[src/rtl/morse_round_judge_if.sv]
// Handshake bundle between the Morse accumulators / display and the round judge.
// master: upstream side driving start, tick, player codes and submits.
// slave : the judge, returning clr_codes and the game/round status outputs.
interface morse_round_judge_if #(
    parameter int unsigned CODE_W  = 10,
    parameter int unsigned SCORE_W = 4
);
    logic               start;
    logic               tick;
    logic [CODE_W-1:0]  p1_code;
    logic               p1_submit;
    logic [CODE_W-1:0]  p2_code;
    logic               p2_submit;
    logic               clr_codes;
    logic [2:0]         state;
    logic [3:0]         round_num;
    logic [5:0]         secs_left;
    logic [2:0]         tries;
    logic               match;
    logic [SCORE_W-1:0] p1_score;
    logic [SCORE_W-1:0] p2_score;
    logic               game_over;
    logic [1:0]         winner;

    modport master (
        output start, tick, p1_code, p1_submit, p2_code, p2_submit,
        input  clr_codes, state, round_num, secs_left, tries, match,
               p1_score, p2_score, game_over, winner
    );

    modport slave (
        input  start, tick, p1_code, p1_submit, p2_code, p2_submit,
        output clr_codes, state, round_num, secs_left, tries, match,
               p1_score, p2_score, game_over, winner
    );
endinterface

[src/rtl/morse_round_judge.sv]
// Game-control stage behind the two per-player Morse accumulators.
// Player 1 locks a secret code, player 2 must reproduce it within a tick
// budget and a try limit; rounds are scored, sequenced, and a clear pulse
// is returned to the accumulators.
// Ports: clock, resetn (synchronous, active-low), bus (slave modport:
// start/tick/codes/submits in; clr_codes, state, round_num, secs_left,
// tries, match, scores, game_over, winner out). All outputs registered.
module morse_round_judge #(
    parameter int unsigned CODE_W       = 10,
    parameter int unsigned SCORE_W      = 4,
    parameter int unsigned ROUNDS       = 5,
    parameter int unsigned ROUND_TICKS  = 30,
    parameter int unsigned MAX_TRIES    = 3,
    parameter int unsigned RESULT_TICKS = 3
) (
    input logic                 clock,
    input logic                 resetn,
    morse_round_judge_if.slave  bus
);

    typedef enum logic [2:0] {
        IDLE     = 3'd0,
        P1_ENTRY = 3'd1,
        P2_GUESS = 3'd2,
        RESULT   = 3'd3,
        DONE     = 3'd4
    } state_t;

    state_t             state_q, state_d;
    logic [3:0]         round_q, round_d;
    logic [5:0]         secs_q, secs_d;
    logic [2:0]         tries_q, tries_d;
    logic               match_q, match_d;
    logic [SCORE_W-1:0] p1_score_q, p1_score_d;
    logic [SCORE_W-1:0] p2_score_q, p2_score_d;
    logic               clr_q, clr_d;
    logic               game_over_q, game_over_d;
    logic [1:0]         winner_q, winner_d;
    logic [CODE_W-1:0]  secret_q, secret_d;
    logic [2:0]         res_cnt_q, res_cnt_d;

    function automatic logic [SCORE_W-1:0] sat_inc(input logic [SCORE_W-1:0] v);
        return (v == '1) ? v : v + 1'b1;
    endfunction

    always_comb begin
        state_d     = state_q;
        round_d     = round_q;
        secs_d      = secs_q;
        tries_d     = tries_q;
        match_d     = match_q;
        p1_score_d  = p1_score_q;
        p2_score_d  = p2_score_q;
        clr_d       = 1'b0;
        game_over_d = game_over_q;
        winner_d    = winner_q;
        secret_d    = secret_q;
        res_cnt_d   = res_cnt_q;

        case (state_q)
            IDLE, DONE: begin
                if (bus.start) begin
                    state_d     = P1_ENTRY;
                    round_d     = 4'd1;
                    p1_score_d  = '0;
                    p2_score_d  = '0;
                    match_d     = 1'b0;
                    tries_d     = '0;
                    secs_d      = '0;
                    game_over_d = 1'b0;
                    winner_d    = 2'b00;
                    clr_d       = 1'b1;
                end
            end

            P1_ENTRY: begin
                if (bus.p1_submit && bus.p1_code != '0) begin
                    secret_d = bus.p1_code;
                    secs_d   = 6'(ROUND_TICKS);
                    tries_d  = '0;
                    clr_d    = 1'b1;
                    state_d  = P2_GUESS;
                end
            end

            P2_GUESS: begin
                // A non-empty submit outranks a coincident tick, so the timer
                // holds its value on the cycle a guess is judged.
                if (bus.p2_submit && bus.p2_code != '0) begin
                    if (bus.p2_code == secret_q) begin
                        match_d    = 1'b1;
                        p2_score_d = sat_inc(p2_score_q);
                        res_cnt_d  = '0;
                        state_d    = RESULT;
                    end else if (tries_q == 3'(MAX_TRIES - 1)) begin
                        p1_score_d = sat_inc(p1_score_q);
                        res_cnt_d  = '0;
                        state_d    = RESULT;
                    end else begin
                        tries_d = tries_q + 3'd1;
                        clr_d   = 1'b1;
                    end
                end else if (bus.tick) begin
                    if (secs_q <= 6'd1) begin
                        secs_d     = '0;
                        p1_score_d = sat_inc(p1_score_q);
                        res_cnt_d  = '0;
                        state_d    = RESULT;
                    end else begin
                        secs_d = secs_q - 6'd1;
                    end
                end
            end

            RESULT: begin
                if (bus.tick) begin
                    if (res_cnt_q == 3'(RESULT_TICKS - 1)) begin
                        if (round_q == 4'(ROUNDS)) begin
                            state_d     = DONE;
                            game_over_d = 1'b1;
                            if (p1_score_q > p2_score_q)
                                winner_d = 2'b01;
                            else if (p2_score_q > p1_score_q)
                                winner_d = 2'b10;
                            else
                                winner_d = 2'b11;
                        end else begin
                            round_d = round_q + 4'd1;
                            match_d = 1'b0;
                            clr_d   = 1'b1;
                            state_d = P1_ENTRY;
                        end
                    end else begin
                        res_cnt_d = res_cnt_q + 3'd1;
                    end
                end
            end

            default: state_d = IDLE;
        endcase
    end

    always_ff @(posedge clock) begin
        if (!resetn) begin
            state_q     <= IDLE;
            round_q     <= '0;
            secs_q      <= '0;
            tries_q     <= '0;
            match_q     <= 1'b0;
            p1_score_q  <= '0;
            p2_score_q  <= '0;
            clr_q       <= 1'b0;
            game_over_q <= 1'b0;
            winner_q    <= '0;
            secret_q    <= '0;
            res_cnt_q   <= '0;
        end else begin
            state_q     <= state_d;
            round_q     <= round_d;
            secs_q      <= secs_d;
            tries_q     <= tries_d;
            match_q     <= match_d;
            p1_score_q  <= p1_score_d;
            p2_score_q  <= p2_score_d;
            clr_q       <= clr_d;
            game_over_q <= game_over_d;
            winner_q    <= winner_d;
            secret_q    <= secret_d;
            res_cnt_q   <= res_cnt_d;
        end
    end

    assign bus.state     = state_q;
    assign bus.round_num = round_q;
    assign bus.secs_left = secs_q;
    assign bus.tries     = tries_q;
    assign bus.match     = match_q;
    assign bus.p1_score  = p1_score_q;
    assign bus.p2_score  = p2_score_q;
    assign bus.clr_codes = clr_q;
    assign bus.game_over = game_over_q;
    assign bus.winner    = winner_q;

endmodule
[src/flat_wrapper.sv]
// flat-port wrapper written by rule: the top's interface ports become plain ports
module morse_round_judge_flat 
#(
    parameter int unsigned CODE_W       = 10,
    parameter int unsigned SCORE_W      = 4,
    parameter int unsigned ROUNDS       = 5,
    parameter int unsigned ROUND_TICKS  = 30,
    parameter int unsigned MAX_TRIES    = 3,
    parameter int unsigned RESULT_TICKS = 3
)
  (clock, resetn, bus_start, bus_tick, bus_p1_code, bus_p1_submit, bus_p2_code, bus_p2_submit, bus_clr_codes, bus_state, bus_round_num, bus_secs_left, bus_tries, bus_match, bus_p1_score, bus_p2_score, bus_game_over, bus_winner);
  morse_round_judge_if #(.CODE_W(CODE_W), .SCORE_W(SCORE_W)) bus_i ();
  input logic clock;
  input logic resetn;
  input wire logic [$bits(bus_i.start)-1:0] bus_start;
  input wire logic [$bits(bus_i.tick)-1:0] bus_tick;
  input wire logic [$bits(bus_i.p1_code)-1:0] bus_p1_code;
  input wire logic [$bits(bus_i.p1_submit)-1:0] bus_p1_submit;
  input wire logic [$bits(bus_i.p2_code)-1:0] bus_p2_code;
  input wire logic [$bits(bus_i.p2_submit)-1:0] bus_p2_submit;
  output wire logic [$bits(bus_i.clr_codes)-1:0] bus_clr_codes;
  output wire logic [$bits(bus_i.state)-1:0] bus_state;
  output wire logic [$bits(bus_i.round_num)-1:0] bus_round_num;
  output wire logic [$bits(bus_i.secs_left)-1:0] bus_secs_left;
  output wire logic [$bits(bus_i.tries)-1:0] bus_tries;
  output wire logic [$bits(bus_i.match)-1:0] bus_match;
  output wire logic [$bits(bus_i.p1_score)-1:0] bus_p1_score;
  output wire logic [$bits(bus_i.p2_score)-1:0] bus_p2_score;
  output wire logic [$bits(bus_i.game_over)-1:0] bus_game_over;
  output wire logic [$bits(bus_i.winner)-1:0] bus_winner;
  assign bus_i.start = bus_start;
  assign bus_i.tick = bus_tick;
  assign bus_i.p1_code = bus_p1_code;
  assign bus_i.p1_submit = bus_p1_submit;
  assign bus_i.p2_code = bus_p2_code;
  assign bus_i.p2_submit = bus_p2_submit;
  assign bus_clr_codes = bus_i.clr_codes;
  assign bus_state = bus_i.state;
  assign bus_round_num = bus_i.round_num;
  assign bus_secs_left = bus_i.secs_left;
  assign bus_tries = bus_i.tries;
  assign bus_match = bus_i.match;
  assign bus_p1_score = bus_i.p1_score;
  assign bus_p2_score = bus_i.p2_score;
  assign bus_game_over = bus_i.game_over;
  assign bus_winner = bus_i.winner;
  morse_round_judge #(.CODE_W(CODE_W), .SCORE_W(SCORE_W), .ROUNDS(ROUNDS), .ROUND_TICKS(ROUND_TICKS), .MAX_TRIES(MAX_TRIES), .RESULT_TICKS(RESULT_TICKS)) u_core (.clock(clock), .resetn(resetn), .bus(bus_i));
endmodule
[config.mk]
export PLATFORM = sky130hd
export DESIGN_NAME = morse_round_judge_flat
export DESIGN_NICKNAME = d
export VERILOG_FILES = /design/src/rtl/morse_round_judge_if.sv /design/src/rtl/morse_round_judge.sv /design/src/flat_wrapper.sv
export SDC_FILE = /design/constraint.sdc
export NUM_CORES = 1
export LEC_CHECK = 0
export BUFFER_PORTS_ARGS = -buffer_cell sky130_fd_sc_hd__buf_2
export CAP_MARGIN = 30
export CORE_MARGIN = 5
export CORE_UTILIZATION = 55
export DETAILED_ROUTE_END_ITERATION = 10
export PLACE_DENSITY = 0.84
export SYNTH_ARGS = -nofsm -noshare
export SYNTH_HDL_FRONTEND = slang
export SYNTH_SLANG_ARGS = --single-unit
[constraint.sdc]
create_clock -name clock -period 3.44 [get_ports clock]
set_input_delay 0.344 -clock clock [delete_from_list [all_inputs] [get_ports clock]]
set_output_delay 0.344 -clock clock [all_outputs]
set_load 0.01 [all_outputs]
==> key figures, run 1 <==
Timing
  • Slew @ Worst Pin: 0.978 ns
  • Slew headroom: 0.343
  • Setup TNS: 0 ns
  • Clock Skews: just under 0.006 ns
  • Final Critical Period: 2.44 ns
  • Final hold vios: 0
  • RSZ-0062 raised after global routing: no
  • Number of setup violations in the final report: 0
  • F_max: 409 MHz
  • Worst setup margin: 0.996 ns
  • Max-slew violations: 0
  • Final period util: 0.710

Floorplanning
  • Site Rows: 25
  • I/O pin total: 55
  • Core Box Area: about 4700 um^2
  • Chip Height: 79.0 um
  • Die Wd: roughly 80 um
  • Die Area: 6240 um^2
  • Initial Util: 0.561

Placement
  • IO buf count: 54
  • Place WS: 1.03 ns
  • GPL Wtd Cong: 0.851
  • Post-detail-place hpwl: roughly 5000 um

Setup path
  • Critical Path AT: between 2 and 3 ns
  • R2R depth: 5
  • Crit path max fanout: 13
  • Worst R2R Setup Slack: 1.0 ns
  • RR Startpoint: u_core.bus.state[1]
  • Worst setup EP type: register
  • R2R Path End: u_core.bus.p2_score[3]
  • Crit start category: register
  • Worst Path Required: about 3.7 ns
  • WS Path Type: register to register

Logic synthesis
  • Post-synth cell types: 61
  • Leading area contributor after synthesis: dfxtp_1
  • Post-synthesis sequential area ratio: 0.321
  • Fraction of registers with async set/reset: 0
  • Synth top area cells: dfxtp_1, ha_1, mux2i_1
  • Commonest register cell after synthesis: dfxtp_1
  • Syn_nets: 339
  • #FFs+latches synth: 42
  • Synth Instances: 299
  • Synthesis warning total: 0
  • Post-synth top area share: 0.321
  • Post-Syn Area per Cell: 8.75 um^2
  • Mapped cell area: roughly 2600 um^2
  • Post-synth EDFFs: 0

Hold path
  • Hold WC Path Type: input port to register
  • Hold Path Origin: bus_p1_code[4]
  • Hold path cells: 3
  • Endpoint, Worst Hold: u_core.secret_q[4]

CTS
  • Worst-skew pair later-pin latency: 0.30 ns
  • Number of post-CTS setup repair buffers: 0
  • Post-CTS Hold Buffers: 0
  • CTS tree: yes
  • CTS clk-pin slew, worst paths: 0.08 ns
  • Resized cells post-CTS: 0
  • Num CTS Buffers: 5
  • Htree depth: 2
  • CTS sink cnt: between 40 and 50
  • CTS max path bufs: 2
  • Cell chosen for the clock root: clkbuf_8

Routing
  • Final ANT Viol Nets: 0
  • Initial drt markers: 207
  • Vias/cell: 6.11
  • Final wirelength: 6620 um
  • Drt drc: 0
  • Initial DRT Pass Iterations: 4
  • Via count: 2468
  • WL per Instance: 16.4 um

Run
  • Max cap viols: 0

Global routing
  • Vias in the first global route: 2537
  • GRT Total Usage: 0.229
  • First-pass GRT wire length: 11500 um
  • Largest net degree at the start of global routing: 23
  • GR Overflow Total: 0
  • Antenna violations before repair: 0

Cells and area
  • # nets final: 389
  • Area growth syn-to-layout: 16.1%
  • Layout cells sized above 1: 0.243
  • Antenna diodes: 0

Power and ir drop
  • Power share of the clock group: 0.244
  • P_int: 0.000996 W
  • Worst vdd ir: 0.357 mV
  • Sequential Power Share: 0.385
  • Combinational Power Share: 0.371
  • Leakage power: 1.32 nW
  • Pwr/cell area: ~530 nW/um^2
  • P_sw: 0.000617 W
  • Net Sw Frac: 0.383

Status
  • Status: completed
[state kept, by name, indices dropped and copies added, names as in the netlist, 3 cells and up]
name / cells
u_core.secret_q: 10
u_core.bus.secs_left: 6
u_core.bus.p1_score: 4
u_core.bus.p2_score: 4
u_core.bus.round_num: 4
u_core.bus.state: 3
u_core.bus.tries: 3
u_core.res_cnt_q: 3
[cells by family after synthesis]
kind of cell	Yosys count	share of synthesized area
and+or+nand+nor	105	0.233
AOI/OAI and AO/OA	84	0.241
DFF	42	0.321
buffers and inverters	29	0.0478
adders and majority gates	14	0.0670
muxes	13	0.0497
xor gates and xnor gates	12	0.0402
[power by group through the flow]
| stage | Clock (W) | Sequential (W) | Combinational, W |
|---|---|---|---|
| 4_1_cts | 0.000397 | 0.000618 | 0.000592 |
| 5_1_grt | 0.000421 | 0.000629 | 0.000662 |
| 3_3_place_gp | 0 | 0.000626 | 0.000579 |
| 2_1_floorplan | 0 | 0.000618 | 0.000434 |
| 3_5_place_dp | 0 | 0.000628 | 0.000589 |
| 6_report | 0.000394 | 0.000620 | 0.000599 |
[cells in the mapped netlist (3+ instances only)]
cell type and instances:
nor3b_1 3, o31ai_1 9, ha_1 14, a21o_1 4, a31oi_1 8, or3_1 4, nand3_1 13, a211oi_1 3
nand2_1 15, nor2_1 24, o41ai_1 3, a21oi_1 19, nand2b_1 5, o21a_1 3, or4_1 3, nor3_1 7
nand3b_1 3, mux2i_1 13, nand4_1 6, o21ai_0 9, inv_1 15, dfxtp_1 42, or4_4 3, clkbuf_1 10
nor2b_1 4, xnor2_1 10, nor4_1 3
[worst max-delay path, cell delays in order (launching register included)]
cell and delay (ns):
dfxtp_1 0.55, or3b_4 0.51, or4_4 0.56, nor4_4 0.35, o2111a_1 0.23, o221a_2 0.18
[layer usage]
| layer | vias to the layer above | wire length (um) | GRT usage |
|---|---|---|---|
| li1 | 1222 | - | - |
| met1 | 1148 | 2760 | 0.276 |
| met2 | 86 | 3230 | 0.386 |
| met3 | 12 | 511 | 0.0533 |
| met4 | 0 | 116 | 0.101 |
| met5 | - | 0 | 0 |
[per-stage QoR]
step	hold WS [ns]	instance area [um^2]	power (W)	util	instances
detailed placement	0.459	2930	0.00122	0.628	396
global route	0.317	3040	0.00171	0.652	404
CTS	0.288	3040	0.00161	0.652	404
floorplan	0.455	2620	0.00105	-	299
global placement	0.447	2900	0.00121	0.622	395
finish	0.290	3040	0.00161	0.652	404
[worst max-delay path by stage]
stage	start	to	slack, ns	cells past startpoint
after floorplan	bus_p2_code[6]	u_core.bus.p1_score[2]	1.37	5
after global placement	bus_p2_code[6]	u_core.bus.state[0]	1.17	6
after detailed placement	u_core.bus.state[1]	u_core.bus.p2_score[3]	1.03	5
after CTS	u_core.bus.state[1]	u_core.bus.p2_score[3]	1.01	5
after global routing	u_core.bus.state[1]	u_core.bus.p2_score[3]	0.90	5
final	u_core.bus.state[1]	u_core.bus.p2_score[3]	1.0	5
[placed cells by master (no fill, tap or decap), types with 4 or more instances in the layout]
master,n
buf_2,54
dfxtp_1,42
nor2_1,24
a21oi_1,19
inv_1,15
nand2_1,15
ha_1,14
mux2i_1,13
nand3_1,13
xnor2_1,10
o21ai_0,9
o31ai_1,9
a31oi_1,8
nor3_1,7
nand4_1,6
nand2b_1,5
clkbuf_8,5
or3_1,4
nor2b_1,4
a21o_1,4
[area by class of cell]
class / count / area [um^2]
clock buffers: 5 / 68.8
clock inverters: 3 / 40.0
fillers: 392 / 1620
inverters: 15 / 56.3
multi-input cells: 228 / 1650
flip-flops and latches: 42 / 841
well taps: 54 / 67.6
repair buffers: 57 / 313
No activity file was read; power rests on OpenSTA's default activity.
==> inputs of run 2 (changes only) <==
CORE_UTILIZATION = 49   (was 55)
PLACE_DENSITY = 0.8   (was 0.84)
clock period = 2 ns   (was 3.44 ns; I/O delays follow)
==> run 2 against run 1 <==
  * The flow now finishes with violations (negative setup slack)
  * Register-to-register slack lost 1.0 ns
  * Clock power grew 48%
  * Critical endpoint unchanged
  * Die area grew 11%
  * Global-route usage shrank 1.4 points
  * Sequential cell count is the same
==> key figures, run 2 (synthesized netlist as in run 1, its figures left out) <==
Routing
  • Drt drc: 0
  • Met2 wire len: 3560 um
  • WL per Instance: approximately 16 um
  • Initial drt markers: 285
  • Met3 Wirelength: 491 um
  • Initial DRT Pass Iterations: 5
  • Vias/cell: 5.99
  • M1 WL: 3210 um
  • Final wirelength: 7390 um
  • Via count: between 2000 and 3000
  • DR top layer: met4
  • Final ANT Viol Nets: 0

Setup path
  • R2R depth: 6
  • WS Path Type: register to register
  • RR Startpoint: u_core.bus.state[0]
  • R2R Path End: u_core.bus.p2_score[3]
  • Worst setup EP type: register
  • Critical Path AT: 2.27 ns
  • Crit start category: register
  • Worst Path Required: 2.25 ns
  • Worst R2R Setup Slack: -0.02 ns
  • Crit path max fanout: 6

Hold path
  • Endpoint, Worst Hold: u_core.secret_q[9]
  • Hold path cells: 3
  • Hold Path Origin: bus_p1_code[9]
  • Hold WC Path Type: input port to register

Timing
  • Number of setup violations in the final report: 2
  • Final Critical Period: 2.02 ns
  • Clock Skews: between 0.006 and 0.007 ns
  • F_max: between 400 and 500 MHz
  • Final hold vios: 0
  • Slew @ Worst Pin: 0.646 ns
  • Max-slew violations: 0
  • RSZ-0062 raised after global routing: yes
  • Final period util: 1.01
  • Worst setup margin: -0.0176 ns
  • Slew headroom: 0.569

Global routing
  • GRT Total Usage: 0.214
  • Vias in the first global route: roughly 2800
  • First-pass GRT wire length: 12600 um
  • GR Overflow Total: 0
  • Antenna violations before repair: 0
  • Largest net degree at the start of global routing: 20

Cells and area
  • Layout cells sized above 1: 0.344
  • # nets final: 429
  • # fillers: 437
  • Antenna diodes: 0
  • Largest Register: u_core.secret_q
  • Max reg flops: 10
  • Most frequent cells in the layout: buf_2, buf_4, dfxtp_1
  • Area growth syn-to-layout: 28.9%
  • Util after Layout: 0.656
  • Most common cell after layout, fill and taps aside: buf_2

Floorplanning
  • Initial Util: 0.509
  • Site Rows: 26
  • Die Area: 6900 um^2
  • I/O pin total: 55
  • Chip Height: 83.1 um
  • Core Box Area: 5140 um^2
  • Die Wd: 83.1 um

CTS
  • CTS max path bufs: 2
  • CTS sink cnt: between 40 and 50
  • Worst-skew pair later-pin latency: 0.30 ns
  • Post-CTS Hold Buffers: 0
  • Htree depth: 2
  • Num CTS Buffers: 5
  • Cell chosen for the clock root: clkbuf_8
  • CTS clk-pin slew, worst paths: 0.09 ns
  • CTS tree: yes

Power and ir drop
  • Worst vdd ir: 0.436 mV
  • Pwr/cell area: 879 nW/um^2
  • Leakage power: ~1.5 nW

Placement
  • GPL Wtd Cong: between 0.8 and 0.9
  • IO buf count: 54
  • Post-detail-place hpwl: between 5000 and 6000 um
  • Place WS: -0.0675 ns

Status
  • Failing checks: negative setup slack
  • Status: complete, but fails checks

Run
  • Max cap viols: 0
run 2: final cells by class:
cell class,count,area [um^2],area share
sequential,42,843,0.250
multi-input combinational,228,1700,0.503
tap,70,87.6,0.0260
timing repair buffer,97,597,0.177
inverter,15,56.3,0.0167
clock buffer,7,86.3,0.0256
clock inverter,1,5.00,0.00148
run 2: worst max path at each step:
| stage | startpoint | end | slack, ns |
|---|---|---|---|
| 6_report | u_core.bus.state[0] | u_core.bus.p2_score[3] | -0.02 |
| 5_1_grt | u_core.bus.state[0] | u_core.bus.p1_score[3] | -0.1 |
| 4_1_cts | u_core.bus.state[1] | u_core.bus.p1_score[0] | 0.02 |
| 3_5_place_dp | bus_p2_code[6] | u_core.bus.p1_score[2] | -0.07 |
| 3_3_place_gp | u_core.bus.secs_left[3] | u_core.bus.p1_score[3] | -0.06 |
| 2_1_floorplan | u_core.bus.state[2] | u_core.bus.p2_score[3] | -0.06 |
run 2: where the power goes:
| group | switching, W | internal, W |
|---|---|---|
| clock | 0.000304 | 0.000279 |
| sequential | 0.0000629 | 0.000934 |
| combinational | 0.000772 | 0.000613 |
| total | 0.00114 | 0.00183 |
run 2: stage by stage:
stage / cell area (um^2) / hold slack, ns / total power [W] / cells / TNS, ns
2_1_floorplan: 2620 / 0.344 / 0.00181 / 299 / -0.102
3_3_place_gp: 3220 / 0.444 / 0.00232 / 451 / -0.124
3_5_place_dp: 3220 / 0.462 / 0.00235 / 451 / -0.188
4_1_cts: 3340 / 0.154 / 0.00294 / 460 / 0
5_1_grt: 3370 / 0.162 / 0.00315 / 460 / -0.258
6_report: 3370 / 0.158 / 0.00296 / 460 / -0.0322
run 2: what timing repair did:
action / 4_1_cts / 5_1_grt
resized for setup: 3 / 9
buffers inserted: 1 / 1
pin swaps: 0 / 2
endpoints found under the hold margin: 0 / 0
setup endpoints to repair: 5 / 9
gates cloned: 0 / 0
run 2: worst max-delay path, cell delays in order (launching register included):
cell      delay, ns
dfxtp_2        0.33
or3b_4         0.40
or4_4          0.55
nor4_4         0.15
buf_4          0.19
o2111a_1       0.18
o221a_2        0.17
run 2: metal layers:
layer	track usage	vias up
li1	-	1301
met1	0.270	1309
met2	0.363	126
met3	0.0455	20
met4	0.0698	0
met5	0	-
==> inputs of run 3 (changes only) <==
RECOVER_POWER = 25   (was not set)
==> run 3 against run 2 <==
  * Combinational power about the same
  * Sequential share of layout area increased by 0.15 points
  * Wire length increased by 0.24%
  * Non-clock buffer count unchanged
  * Sequential cell count unchanged
  * Largest power group unchanged
  * Global-route usage unchanged
  * Sequential power about the same
  * Total power decreased by 0.32%
  * The flow still finishes with violations (negative setup slack)
  * Cell count unchanged
  * Die area unchanged
  * Clock skew decreased by 0.00082 ns
  * Critical path depth unchanged
==> key figures, run 3 (synthesized netlist as in run 1, its figures left out) <==
Cells and area
  • Layout cells sized above 1: 0.303
  • Most common cell after layout, fill and taps aside: buf_4
  • Most frequent cells in the layout: buf_4, dfxtp_1, buf_2
  • Area growth syn-to-layout: 28.1%
  • Antenna diodes: 0
  • Max reg flops: 10
  • Largest Register: u_core.secret_q
  • # nets final: approximately 430
  • # fillers: ~440

Power and ir drop
  • Leakage power: 1.44 nW
  • Worst vdd ir: 0.435 mV
  • Combinational Power Share: 0.465
  • Power share of the clock group: 0.198
  • Net Sw Frac: 0.385
  • Pwr/cell area: 882 nW/um^2
  • P_int: 0.00182 W
  • Sequential Power Share: 0.338
  • Total power: 0.00296 W
  • P_sw: roughly 0.0011 W

Global routing
  • Antenna violations before repair: 0
  • Largest net degree at the start of global routing: 20
  • First-pass GRT wire length: 12600 um
  • Vias in the first global route: 2815
  • GR Overflow Total: 0
  • GRT Total Usage: 0.214

Routing
  • Initial drt markers: 313
  • Drt drc: 0
  • Via count: 2765
  • Vias/cell: about 6
  • WL per Instance: 16.1 um
  • Initial DRT Pass Iterations: 5
  • Final wirelength: 7410 um
  • Final ANT Viol Nets: 0

Floorplanning
  • Die Wd: 83.1 um
  • Initial Util: 0.509
  • Site Rows: 26
  • I/O pin total: 55
  • Core Box Area: between 5000 and 6000 um^2
  • Die Area: slightly below 7000 um^2
  • Chip Height: slightly above 80 um

Timing
  • Number of setup violations in the final report: 2
  • F_max: 496 MHz
  • Slew @ Worst Pin: 0.631 ns
  • Final period util: 1.01
  • Clock Skews: a little under 0.006 ns
  • Final Critical Period: 2.01 ns
  • Final hold vios: 0
  • Max-slew violations: 0
  • Worst setup margin: -0.0149 ns
  • Slew headroom: 0.579
  • RSZ-0062 raised after global routing: yes
  • Setup TNS: -0.0257 ns

Setup path
  • Worst Path Required: 2.25 ns
  • Crit start category: register
  • Crit path max fanout: 6
  • CP peak stage delay: 0.55 ns
  • CP Cell Sequence: or3b_4 -> or4_4 -> nor4_4 -> buf_4 -> o2111a_1 -> o221a_2
  • WS Path Type: register to register
  • Worst setup EP type: register
  • Critical Path AT: about 2.3 ns
  • Worst path slowest cell: or4_4

CTS
  • Htree depth: 2
  • CTS sink cnt: 42
  • CTS tree: yes
  • CTS max path bufs: 2
  • Num CTS Buffers: 5
  • Cell chosen for the clock root: clkbuf_8
  • Worst-skew pair later-pin latency: 0.30 ns
  • CTS clk-pin slew, worst paths: 0.09 ns

Hold path
  • Hold WC Path Type: input port to register

Status
  • Status: complete, but fails checks
  • Failing checks: negative setup slack

Placement
  • GPL Wtd Cong: 0.861
  • Post-detail-place hpwl: ~5500 um
  • IO buf count: 54

Run
  • Max cap viols: 0
run 3: cell count changes in the layout (fill, tap and decap cells not counted):
| cell | delta |
|---|---|
| buf_2 | -16 |
| clkbuf_1 | +16 |
run 3: cell type report:
type | instances | area, um^2 | area share
Multi-Input combinational cell | 228 | 1700 | 0.506
Sequential cell | 42 | 843 | 0.252
Timing Repair Buffer | 97 | 577 | 0.172
Tap cell | 70 | 87.6 | 0.0261
Clock buffer | 7 | 86.3 | 0.0258
Inverter | 15 | 56.3 | 0.0168
Clock inverter | 1 | 5.00 | 0.00149
run 3: timing repair:
action                     4_1_cts  5_1_grt
gates resized for setup          3        9
setup endpoints to repair        5        9
hold buffers                     0        0
setup buffers                    1        1
pin swaps                        0        2
run 3: metrics by stage:
step	std cells	area, um^2	utilization	hold WS (ns)	setup WS (ns)
2_1_floorplan	299	2620	-	0.344	-0.0616
3_3_place_gp	451	3220	0.627	0.444	-0.0610
3_5_place_dp	451	3220	0.627	0.462	-0.0675
4_1_cts	460	3340	0.649	0.154	0.0238
5_1_grt	460	3350	0.652	0.162	-0.0956
6_report	460	3350	0.652	0.158	-0.0149
run 3: per-layer routing:
metal	share of wire	global-route usage	wire length, um
met2	0.49	0.363	3600
met1	0.43	0.270	3210
met3	0.064	0.0455	474
met4	0.017	0.0698	123
met5	0	0	0
run 3: worst paths after layout:
path | start | endpoint | slack (ns) | depth (start not counted)
setup / recovery | u_core.bus.state[0] | u_core.bus.p2_score[3] | -0.01 | 6
hold / removal | bus_p1_code[9] | u_core.secret_q[9] | 0.16 | 3
setup reg to reg | u_core.bus.state[0] | u_core.bus.p2_score[3] | -0.01 | 6
hold reg to reg | u_core.bus.winner[0] | u_core.bus.winner[0] | 0.47 | 2
run 3: worst max-delay path: cells and delay by family (launching register included):
family	cells	cell delay, ns
AOI/OAI and AO/OA	2	0.35
DFF	1	0.33
buffers and inverters	1	0.19
and+or+nand+nor	3	1.10
run 3: power groups by stage:
stage	clock network (W)	logic [W]	registers [W]
after CTS	0.000590	0.00136	0.000994
after global placement	0	0.00131	0.00101
final	0.000584	0.00137	0.000998
after global routing	0.000638	0.00149	0.00101
after detailed placement	0	0.00134	0.00101
after floorplan	0	0.000746	0.00106
